**config.mk**
```make
export PLATFORM = sky130hd
export DESIGN_NAME = softmax_norm_feeder
export DESIGN_NICKNAME = d
export VERILOG_FILES = /design/src/rtl/softmax_pkg.sv /design/src/rtl/valid_delay_line.sv /design/src/rtl/softmax_norm_feeder.sv
export SDC_FILE = /design/constraint.sdc
export NUM_CORES = 1
export LEC_CHECK = 0
export BUFFER_PORTS_ARGS = -buffer_cell sky130_fd_sc_hd__buf_4
export CAP_MARGIN = 0
export CORE_ASPECT_RATIO = 2
export CORE_MARGIN = 1
export CORE_UTILIZATION = 54
export CTS_CLUSTER_SIZE = 28
export DETAILED_ROUTE_END_ITERATION = 8
export PLACE_DENSITY = 0.75
export SKIP_LAST_GASP = 1
export SYNTH_ARGS = -nofsm -noshare
export SYNTH_HDL_FRONTEND = slang
export SYNTH_SLANG_ARGS = --single-unit
```
**constraint.sdc**
```tcl
create_clock -name clk -period 4.4 [get_ports clk]
set_clock_uncertainty 0.1 [all_clocks]
set_input_delay 0.88 -clock clk [delete_from_list [all_inputs] [get_ports clk]]
set_output_delay 0.88 -clock clk [all_outputs]
set_load 0.01 [all_outputs]
```
**src/rtl/softmax_pkg.sv**
```systemverilog
// Shared definitions for the pipelined softmax datapath: operand width,
// multiplier latency and the feeder's state encoding.
package softmax_pkg;

  localparam int DATA_W = 32;
  // Must match the pipeline depth configured in multiplier1.
  localparam int MUL_LAT = 3;
  localparam logic [31:0] FP_ONE = 32'h3F800000;

  typedef logic [1:0] state_t;

  localparam state_t ST_FILL       = 2'd0;
  localparam state_t ST_WAIT_RECIP = 2'd1;
  localparam state_t ST_REPLAY     = 2'd2;

endpackage

```
**src/rtl/valid_delay_line.sv**
```systemverilog
// Fixed-depth shift register carrying {valid, last} alongside a pipelined
// datapath so the sideband lines up with the pipeline's output.
module valid_delay_line #(
  parameter int DEPTH = 3
) (
  input  logic clk,
  input  logic areset,
  input  logic in_valid,
  input  logic in_last,
  output logic out_valid,
  output logic out_last
);

  logic [DEPTH-1:0] valid_reg;
  logic [DEPTH-1:0] last_reg;

  always_ff @(posedge clk) begin
    if (areset) begin
      valid_reg <= '0;
      last_reg  <= '0;
    end else begin
      valid_reg[0] <= in_valid;
      last_reg[0]  <= in_valid & in_last;
      for (int i = 1; i < DEPTH; i++) begin
        valid_reg[i] <= valid_reg[i-1];
        last_reg[i]  <= last_reg[i-1];
      end
    end
  end

  assign out_valid = valid_reg[DEPTH-1];
  assign out_last  = last_reg[DEPTH-1];

endmodule

```
**src/rtl/softmax_norm_feeder.sv**
```systemverilog
// Buffers one vector of exponentials, then replays each element paired with
// the latched reciprocal into multiplier1, with q_valid/q_last aligned to it.
module softmax_norm_feeder #(
  parameter int DATA_W  = softmax_pkg::DATA_W,
  parameter int VEC_LEN = 16,
  parameter int MUL_LAT = softmax_pkg::MUL_LAT
) (
  input  logic              clk,
  input  logic              areset,
  input  logic              in_valid,
  input  logic [DATA_W-1:0] in_data,
  input  logic              in_last,
  output logic              in_ready,
  input  logic              recip_valid,
  input  logic [DATA_W-1:0] recip_data,
  output logic [DATA_W-1:0] mul_a,
  output logic [DATA_W-1:0] mul_b,
  output logic              mul_valid,
  output logic              q_valid,
  output logic              q_last,
  output logic              err_trunc,
  output logic              err_recip
);

  import softmax_pkg::*;

  localparam int CNT_W = $clog2(VEC_LEN + 1);
  localparam int IDX_W = (VEC_LEN > 1) ? $clog2(VEC_LEN) : 1;

  state_t            state_reg;
  logic [DATA_W-1:0] mem [VEC_LEN];
  logic [CNT_W-1:0]  wr_cnt_reg;
  logic [CNT_W-1:0]  rd_cnt_reg;
  logic [CNT_W-1:0]  len_reg;
  logic [DATA_W-1:0] recip_reg;
  logic [DATA_W-1:0] mul_a_reg;
  logic [DATA_W-1:0] mul_b_reg;
  logic              mul_valid_reg;
  logic              mul_last_reg;
  logic              err_trunc_reg;
  logic              err_recip_reg;

  logic accept;
  logic at_cap;
  logic issue_last;

  assign in_ready   = (state_reg == ST_FILL) && !areset;
  assign accept     = in_valid && in_ready;
  assign at_cap     = (wr_cnt_reg == CNT_W'(VEC_LEN - 1));
  assign issue_last = (rd_cnt_reg == len_reg - CNT_W'(1));

  // Buffer contents survive reset untouched; only the counters define validity.
  always_ff @(posedge clk) begin
    if (accept) begin
      mem[wr_cnt_reg[IDX_W-1:0]] <= in_data;
    end
  end

  always_ff @(posedge clk) begin
    if (areset) begin
      state_reg     <= ST_FILL;
      wr_cnt_reg    <= '0;
      rd_cnt_reg    <= '0;
      len_reg       <= '0;
      recip_reg     <= '0;
      mul_a_reg     <= '0;
      mul_b_reg     <= '0;
      mul_valid_reg <= 1'b0;
      mul_last_reg  <= 1'b0;
      err_trunc_reg <= 1'b0;
      err_recip_reg <= 1'b0;
    end else begin
      mul_valid_reg <= 1'b0;
      mul_last_reg  <= 1'b0;
      if (recip_valid && (state_reg != ST_WAIT_RECIP)) begin
        err_recip_reg <= 1'b1;
      end
      case (state_reg)
        ST_FILL: begin
          if (accept) begin
            wr_cnt_reg <= wr_cnt_reg + CNT_W'(1);
            // A full buffer closes the vector; the extra element stays upstream.
            if (in_last || at_cap) begin
              len_reg   <= wr_cnt_reg + CNT_W'(1);
              state_reg <= ST_WAIT_RECIP;
              if (!in_last) begin
                err_trunc_reg <= 1'b1;
              end
            end
          end
        end
        ST_WAIT_RECIP: begin
          if (recip_valid) begin
            recip_reg  <= recip_data;
            rd_cnt_reg <= '0;
            state_reg  <= ST_REPLAY;
          end
        end
        ST_REPLAY: begin
          mul_a_reg     <= mem[rd_cnt_reg[IDX_W-1:0]];
          mul_b_reg     <= recip_reg;
          mul_valid_reg <= 1'b1;
          mul_last_reg  <= issue_last;
          rd_cnt_reg    <= rd_cnt_reg + CNT_W'(1);
          if (issue_last) begin
            state_reg  <= ST_FILL;
            wr_cnt_reg <= '0;
          end
        end
        default: state_reg <= ST_FILL;
      endcase
    end
  end

  valid_delay_line #(
    .DEPTH (MUL_LAT)
  ) u_q_delay (
    .clk       (clk),
    .areset    (areset),
    .in_valid  (mul_valid_reg),
    .in_last   (mul_last_reg),
    .out_valid (q_valid),
    .out_last  (q_last)
  );

  assign mul_a     = mul_a_reg;
  assign mul_b     = mul_b_reg;
  assign mul_valid = mul_valid_reg;
  assign err_trunc = err_trunc_reg;
  assign err_recip = err_recip_reg;

endmodule

```
# ---- Yosys cells after proc, flatten, opt, wreduce, memory -nomap -nowiden
# Memory sizes are Yosys's and may differ from the RTL's. A register that Yosys moved wholly into a read port is not among the register bits.
# Index checks and enable logic that the tools add are counted.
dict set report word_totals {
  n_memories 1
  mem_bits_rw 512
  latch_bits 0
  regBits 91
  word_cells 56
  in_bits 69
  romBits 0
  out_inout_bits 70
}
# name words word_bits read_ports rd_ports_with_merged_regs write_ports line
set mem_list {}
lappend mem_list {mem 16 32 1 1 1 softmax_norm_feeder.sv:31} ;# logic [DATA_W-1:0] mem [VEC_LEN];
dict set report op_classes {
  n_lt_le_gt_ge 0
  mux 13
  n_reduce_logical 15
  n_addsub 3
  eq_ne 9
  shifts 0
  bitwise 3
  div 0
  n_mul 0
}
# op n
set op_table {}
lappend op_table {{$pmux 5 s2} 2}
lappend op_table {{$mux 5} 3}
lappend op_table {{$add 5x1->5 const B} 2}
lappend op_table {{$mux 2} 4}
lappend op_table {{$reduce_and 4->1} 2}
lappend op_table {{$ne 2x2->1 const B} 3}
lappend op_table {{$pmux 2 s3} 1}
lappend op_table {{$reduce_and 3->1} 2}
lappend op_table {{$eq 5x4->1 const B} 1}
lappend op_table {{$eq 5x5->1} 1}
lappend op_table {{$sub 5x1->5 const B} 1}
lappend op_table {{$ne 2x1->1 const B} 2}
lappend op_table {{$reduce_and 2->1} 2}
lappend op_table {{$reduce_bool 2->1} 2}
lappend op_table {{$logic_and 1x1->1} 3}
lappend op_table {{$mux 1} 3}
lappend op_table {{$eq 2x1->1 const B} 1}
lappend op_table {{$eq 2x2->1 const B} 1}
lappend op_table {{$logic_not 2->1} 1}
lappend op_table {{$not 1->1} 2}
lappend op_table {{$reduce_or 2->1} 1}
lappend op_table {{$and 1x1->1} 1}
lappend op_table {{$logic_not 1->1} 1}
lappend op_table {{$logic_or 1x1->1} 1}

# ---- Depth between registers and ports, before layout
# Gate-level depths: netlist of the first run.
dict set report depth {
  ltp_word 5
  mapped_depth 8
  depth_no_buf 7
}

# ---- Cells and area by module
# A second synthesis of the first run with hierarchy kept.
dict set report unflattened {
  cells_unflattened 1276
  area_unflattened_um2 23766.5
}
# mod area_each_um2 seq_area_each_um2 cells_per_inst n_inst
set by_module_without_submodules {}
lappend by_module_without_submodules {softmax_norm_feeder 23592.6 17717.0 1264 1}
lappend by_module_without_submodules {valid_delay_line 173.9 120.1 12 1}

# ---- Least setup slack after synthesis of the first run
# No wires, ideal clock.
dict set report synth_path {
  kind {input to register}
  from {input areset}
  to {memory mem[3][0] (enable)}
  setup_time_ns 0.461
  slack_ns -0.191
  t_required_ns 3.839
  arrival_time_ns 4.030
  path_buffers 2
  cell_stages 6
  path_cell_list {clkbuf_1 nor3_2 and2_1 clkbuf_1 nand2_1 nor3_1}
}
dict set report synth_via {
  elab_chain_len 5
}
# item line
set synth_rtl {}
lappend synth_rtl {{start: declaration} softmax_norm_feeder.sv:9} ;# input logic areset,
lappend synth_rtl {{$logic_not 1->1} softmax_norm_feeder.sv:47} ;# assign in_ready = (state_reg == ST_FILL) && !areset;
lappend synth_rtl {{$logic_and 1x1->1} softmax_norm_feeder.sv:47}
lappend synth_rtl {{net in_ready} softmax_norm_feeder.sv:13} ;# output logic in_ready,
lappend synth_rtl {{$logic_and 1x1->1} softmax_norm_feeder.sv:48} ;# assign accept = in_valid && in_ready;
lappend synth_rtl {{$mux 1} softmax_norm_feeder.sv:54} ;# if (accept) begin
lappend synth_rtl {{$mux 1 (implied by the code)} softmax_norm_feeder.sv:55} ;# mem[wr_cnt_reg[IDX_W-1:0]] <= in_data;
lappend synth_rtl {{end: declaration} softmax_norm_feeder.sv:31}
# The timed path passes the listed nets, and every way through them passes these cells.

# ---- Worst setup path after layout of the first run
dict set report layout_path {
  from {register state_reg[1]}
  to {memory mem[11][6] (enable)}
}
dict set report layout_via {
  elab_chain_len 5
}
# item line
set layout_rtl {}
lappend layout_rtl {{start: declaration} softmax_norm_feeder.sv:30} ;# state_t state_reg;
lappend layout_rtl {{start signal: assignment} softmax_norm_feeder.sv:61} ;# state_reg <= ST_FILL;
lappend layout_rtl {{start signal: assignment} softmax_norm_feeder.sv:85} ;# state_reg <= ST_WAIT_RECIP;
lappend layout_rtl {{start signal: assignment} softmax_norm_feeder.sv:96} ;# state_reg <= ST_REPLAY;
lappend layout_rtl {{$logic_not 2->1} softmax_norm_feeder.sv:47}
lappend layout_rtl {{$logic_and 1x1->1} softmax_norm_feeder.sv:47}
lappend layout_rtl {{$logic_and 1x1->1} softmax_norm_feeder.sv:48}
lappend layout_rtl {{$mux 1} softmax_norm_feeder.sv:54}
lappend layout_rtl {{$mux 1 (implied by the code)} softmax_norm_feeder.sv:55}
# Every way passes these cells.

==> flow_summary_export.csv, run 1 <==
group,metric,value,unit
clock_tree,cts_sinks,635,
worst_hold_path,whs_path_depth,1,
setup_path,reg2reg_depth,5,
setup_path,crit_arrival,3.01,ns
global_routing,overflow,0,
synthesis,synthTopCellsByArea,"edfxtp_1 64%, mux4_2 12%, dfxtp_1 10%",
global_routing,grt_max_degree,99,
setup_path,end_kind,"flop",
power_and_ir_drop,power.share.sequential,55.8,%
power_and_ir_drop,p_total,0.0118,W
sta,max_slew_margin,33.2,%
cells_and_area,antenna_cells,0,
floorplanning,core_area,0.0435,mm2
clock_tree,cts_resized,0,
floorplanning,rows,108,
setup_path,r2r_slack,1.58,ns
sta,worst_pin_slew,1.00,ns
power_and_ir_drop,clkPwrFrac,41.1,%
global_routing,grtUsageTotal,22.5,%
power_and_ir_drop,p_leak,8.89,nW
clock_tree,cts_made_buffers,52,
placement,io_buffer_count,138,
synthesis,synth_adder_area_share,0.367,%
power_and_ir_drop,p_sw,0.00238,W
worst_hold_path,min-delay-start,"u_q_delay.valid_reg[1]",
detailed_routing,route.detailed.drc,0,
sta,rsz0062_at_grt,"false",
clock_tree,post-cts-setup-buffers,0,
cells_and_area,drive_gt1_share,27.1,%
clock_tree,ctsRootBufferMaster,"clkbuf_16",
synthesis,avgSynthCellArea,18.0,um2
synthesis,synth.mux.area_fraction,14.4,%
detailed_routing,wl_met3,2500,um
detailed_routing,dr.pass1.iters,5,
status,outcome,"completed",
sta,fmax,355,MHz
sta,slew_violations,0,
detailed_routing,vias,12300,
sta,post-route-min-period,2.82,ns
detailed_routing,routedWlPerCell,23.9,um
power_and_ir_drop,p_int,0.00940,W
synthesis,ys_seq_area_share,74.8,%
synthesis,ys_warn_count,0,
floorplanning,start_util,54.8,%
synthesis,yosys.area_share.simple,4.32,%
cells_and_area,multi_input_area,0.00570,mm2
detailed_routing,wl_met1,18000,um
clock_tree,insertion_delay,0.60,ns
cells_and_area,layout.filler_cells,3004,
synthesis,synth_edf_count,512,
synthesis,synth-xor-area-share,0.294,%
floorplanning,num_io_pins,139,
setup_path,cp.required,4.60,ns
clock_tree,clk_pin_slew_worst_paths,0.07,ns
synthesis,ys_ff_latch,635,
setup_path,timing.rr.start,"state_reg[1]",
synthesis,ys_async_sr_fraction,0,%
sta,final-hold-violation-count,0,
synthesis,yosys.area.top_type,"edfxtp_1",
synthesis,synthesis.area,0.0238,mm2
synthesis,synth_cell_types,51,
setup_path,start_kind,"flop",
clock_tree,clk_path_buf_depth,3,
detailed_routing,first_iter_violations,899,
detailed_routing,viasPerCell,5.93,
sta,setup_tns,0,ns
detailed_routing,antenna_left,0,
run,cap_violations,0,
detailed_routing,top_layer,"met4",
synthesis,synthCells,1327,
cells_and_area,final_area,0.0274,mm2
cells_and_area,nNetsFinal,1551,
sta,setup_viol,0,
cells_and_area,largest_register_ff_count,512,
power_and_ir_drop,pwr-share-comb,3.1,%
detailed_routing,met2_length,27300,um
setup_path,rr_endpoint,"mem[11][6]",
floorplanning,die_h,299,um
global_routing,grt_pass1_wl,74500,um
worst_hold_path,hold_path.class,"reg -> reg",
placement,place.gp.congestion,0.779,
power_and_ir_drop,switching_share,20.2,%
cells_and_area,seq_area,0.0178,mm2
clock_tree,cts_tree,"yes",
synthesis,synth_compound_area_share,3.89,%
sta,finalCritPeriodShare,64.1,%
setup_path,path_max_fanout,24,
synthesis,synth_top_area_share,64.5,%
synthesis,synth_nets,1403,
setup_path,path_class,"reg -> reg",
floorplanning,die_w,151,um
floorplanning,die-area,0.0450,mm2
synthesis,synth_top_family_by_area,"multiplexers",
power_and_ir_drop,p_per_area,430,mW/mm2
power_and_ir_drop,ir_drop,0.316,mV
placement,dp_hpwl,29700,um
placement,placed_cell_area,0.0256,mm2
global_routing,antenna_found_initial,0,
clock_tree,h-tree-depth,2,
clock_tree,cts_hold_buffers,0,
global_routing,grt_pass1_vias,12900,
worst_hold_path,hold_end,"u_q_delay.valid_reg[2]",
detailed_routing,drt-total-wl,49400,um
synthesis,synth_ff_type,"edfxtp_1",
cells_and_area,syn_to_final_growth,15.0,%
==> worst max-delay path: stages, from the launching register on <==
cell and delay, ns:
dfxtp_1 0.36, nor3_2 0.25, and2_1 0.37, nand2_1 0.32
nor2_4 0.80, buf_4 0.29
==> layout by cell type (no fill, tap or decap), drive strengths merged, types with 2 or more instances in the layout <==
cell type  instances
edfxtp           512
buf              172
nand2            139
mux4             127
dfxtp            123
a21oi            104
clkbuf            65
nor2              65
mux2i             55
o21ai             27
clkinv            17
inv               14
a211oi             8
nor3               8
nand3b             7
ha                 7
nor2b              7
a311oi             6
bufinv             6
nand3              5
a22o               5
nand2b             5
xor2               4
xnor2              4
and2               3
a31oi              3
or3                2
o22ai              2
o211ai             2
clkinvlp           2
==> power groups by stage <==
stage	combinational (W)	clock, W	sequential, W
after global routing	0.000390	0.00511	0.00658
after floorplan	0.000168	0	0.00670
final	0.000361	0.00485	0.00657
after CTS	0.000364	0.00492	0.00658
after detailed placement	0.000362	0	0.00671
after global placement	0.000350	0	0.00670
==> area by class of cell <==
type | count | share of cell area (%)
Inverter | 7 | 0.0959
Sequential cell | 635 | 65.1
Timing Repair Buffer | 172 | 4.85
Tap cell | 550 | 2.51
Clock buffer | 65 | 5.30
Clock inverter | 32 | 1.32
Multi-Input combinational cell | 607 | 20.8
==> worst max path at each step <==
stage,from,cells after the start,slack [ns],endpoint
2_1_floorplan,areset,6,0.66,mem[11][0]
3_3_place_gp,areset,6,1.08,mem[11][4]
3_5_place_dp,areset,6,1.0,mem[11][2]
4_1_cts,state_reg[1],5,1.57,mem[11][2]
5_1_grt,state_reg[1],5,1.41,mem[6][31]
6_report,state_reg[1],5,1.58,mem[11][6]
==> metal layers <==
layer | vias up | GRT usage, %
met3 | 93 | 3.00
met5 | - | 0
met4 | 0 | 8.37
li1 | 5467 | -
met1 | 6326 | 25.9
met2 | 385 | 41.8
==> cells by family after synthesis <==
group	count (synthesis)
buffers and inverters	85
and+or+nand+nor	245
AOI/OAI and AO/OA	164
muxes	183
adders and majority gates	7
DFF	635
xor gates and xnor gates	8
==> synthesized netlist by cell type (5+ instances only) <==
cell / instances
nand3_1: 5
a21oi_1: 104
nor2_1: 64
mux4_2: 123
o21ai_1: 27
inv_1: 6
nor3_1: 7
a311oi_1: 6
buf_1: 5
dfxtp_1: 123
buf_2: 27
edfxtp_1: 512
a22o_1: 5
a211oi_1: 7
clkbuf_1: 34
nand2_1: 138
nor2b_1: 7
nand3b_1: 7
mux2i_1: 55
ha_1: 7
nand2b_1: 5
==> through the flow <==
step / hold WS (ns) / util [%] / std cells / setup WS [ns]
5_1_grt: 0.371 / 63.0 / 2068 / 1.41
6_report: 0.340 / 63.0 / 2068 / 1.58
4_1_cts: 0.345 / 63.0 / 2068 / 1.57
3_5_place_dp: 0.329 / 58.8 / 1971 / 0.996
2_1_floorplan: 0.306 / - / 1327 / 0.665
3_3_place_gp: 0.309 / 58.8 / 1971 / 1.08
(Power assumes the default switching activity.)
==> run 2, diff against run 1 <==
- clock period: 4.4 -> 2.45 ns (I/O delays scaled with it)
==> flow_summary_export.csv, run 2 (synthesis results as in run 1) <==
group,metric,value,unit
worst_hold_path,min-delay-start,"recip_valid",
global_routing,overflow,0,
clock_tree,ctsRootBufferMaster,"clkbuf_16",
sta,slew_violations,0,
cells_and_area,syn_to_final_growth,18.3,%
floorplanning,core_area,0.0435,mm2
sta,finalCritPeriodShare,89.2,%
sta,setup_viol,0,
cells_and_area,final_core_util,64.8,%
sta,fmax,458,MHz
detailed_routing,antenna_left,0,
sta,holdWs,0.0404,ns
power_and_ir_drop,ir_drop,0.555,mV
placement,place.gp.congestion,0.846,
clock_tree,cts_sinks,635,
setup_path,start_kind,"flop",
floorplanning,rows,108,
run,cap_violations,0,
power_and_ir_drop,p_leak,9.21,nW
cells_and_area,drive_gt1_share,29.0,%
clock_tree,cts_made_buffers,52,
global_routing,grtUsageTotal,23.9,%
setup_path,path_class,"reg -> reg",
setup_path,end_kind,"flop",
cells_and_area,layout.filler_cells,2846,
clock_tree,cts_resized,0,
floorplanning,start_util,54.8,%
detailed_routing,route.detailed.drc,0,
global_routing,antenna_found_initial,0,
sta,post-route-min-period,2.18,ns
clock_tree,insertion_delay,0.61,ns
cells_and_area,final_common_cell,"edfxtp_1",
detailed_routing,viasPerCell,5.90,
floorplanning,die-area,0.0450,mm2
detailed_routing,drt-total-wl,51600,um
cells_and_area,nNetsFinal,1589,
sta,final-hold-violation-count,0,
cells_and_area,final_cell_mix,"512 x edfxtp_1, 175 x buf_4, 134 x nand2_1",
clock_tree,clk_pin_slew_worst_paths,0.07,ns
detailed_routing,vias,12400,
placement,dp_hpwl,33200,um
detailed_routing,dr.pass1.iters,5,
floorplanning,die_w,151,um
cells_and_area,largest_register_ff_count,512,
global_routing,grt_pass1_wl,77900,um
setup_path,path_max_fanout,27,
sta,rsz0062_at_grt,"false",
sta,setup_tns,0,ns
setup_path,setup.worst_path.start,"rd_cnt_reg[2]",
setup_path,r2r_slack,0.27,ns
placement,io_buffer_count,138,
sta,worst_pin_slew,0.654,ns
clock_tree,h-tree-depth,2,
detailed_routing,first_iter_violations,727,
global_routing,grt_max_degree,53,
status,outcome,"completed",
setup_path,timing.rr.start,"rd_cnt_reg[2]",
clock_tree,post-cts-setup-buffers,0,
setup_path,cp.required,2.84,ns
clock_tree,cts_hold_buffers,0,
floorplanning,die_h,299,um
clock_tree,cts_tree,"yes",
cells_and_area,antenna_cells,0,
sta,max_slew_margin,56.4,%
global_routing,grt_pass1_vias,12900,
power_and_ir_drop,p_per_area,763,mW/mm2
worst_hold_path,hold_path.class,"in -> reg",
setup_path,crit_arrival,2.57,ns
clock_tree,clk_path_buf_depth,3,
floorplanning,num_io_pins,139,
detailed_routing,routedWlPerCell,24.5,um
==> run 2: final timing paths <==
path | endpoint | cells after the start
worst max-delay path | mul_a[29] | 5
worst max register to register | mul_a[29] | 5
worst min register to register | u_q_delay.last_reg[0] | 1
worst min-delay path | state_reg[0] | 2
==> run 2: through the flow <==
| step | power (W) | setup slack (ns) | area, um2 | std cells |
|---|---|---|---|---|
| floorplan | 0.0124 | -0.213 | 24000 | 1327 |
| global placement | 0.0127 | 0.304 | 26300 | 2009 |
| detailed placement | 0.0128 | 0.254 | 26300 | 2009 |
| CTS | 0.0217 | 0.248 | 28200 | 2105 |
| global route | 0.0221 | 0.126 | 28200 | 2105 |
| finish | 0.0215 | 0.266 | 28200 | 2105 |
==> run 2: layout make-up <==
cell class / count / area [um2] / share of cell area (%)
sequential: 635 / 17800 / 63.3
multi-input combinational: 607 / 5750 / 20.4
timing repair buffer: 210 / 2010 / 7.14
clock buffer: 67 / 1420 / 5.03
tap: 550 / 688 / 2.44
clock inverter: 29 / 452 / 1.60
inverter: 7 / 26.3 / 0.0932
==> run 2: where the power goes <==
group	internal [W]	total [W]	switching (W)
clock network	0.00520	0.00899	0.00380
logic	0.000282	0.000721	0.000439
registers	0.0117	0.0118	0.0000612
==> run 2: per-layer routing <==
layer / share of wire [%] / global-route usage (%) / wire length (um) / vias to the layer above
li1: - / - / - / 5538
met1: 36 / 28.7 / 18700 / 6313
met2: 55 / 43.3 / 28100 / 477
met3: 6.0 / 3.12 / 3110 / 99
met4: 3.2 / 8.85 / 1640 / 0
met5: 0 / 0 / 0 / -
==> run 2: critical path: stages, from the launching register on <==
cell     delay, ns
dfxtp_4       0.43
buf_12        0.24
mux4_2        0.54
mux2i_1       0.41
o22ai_1       0.17
a21o_1        0.18
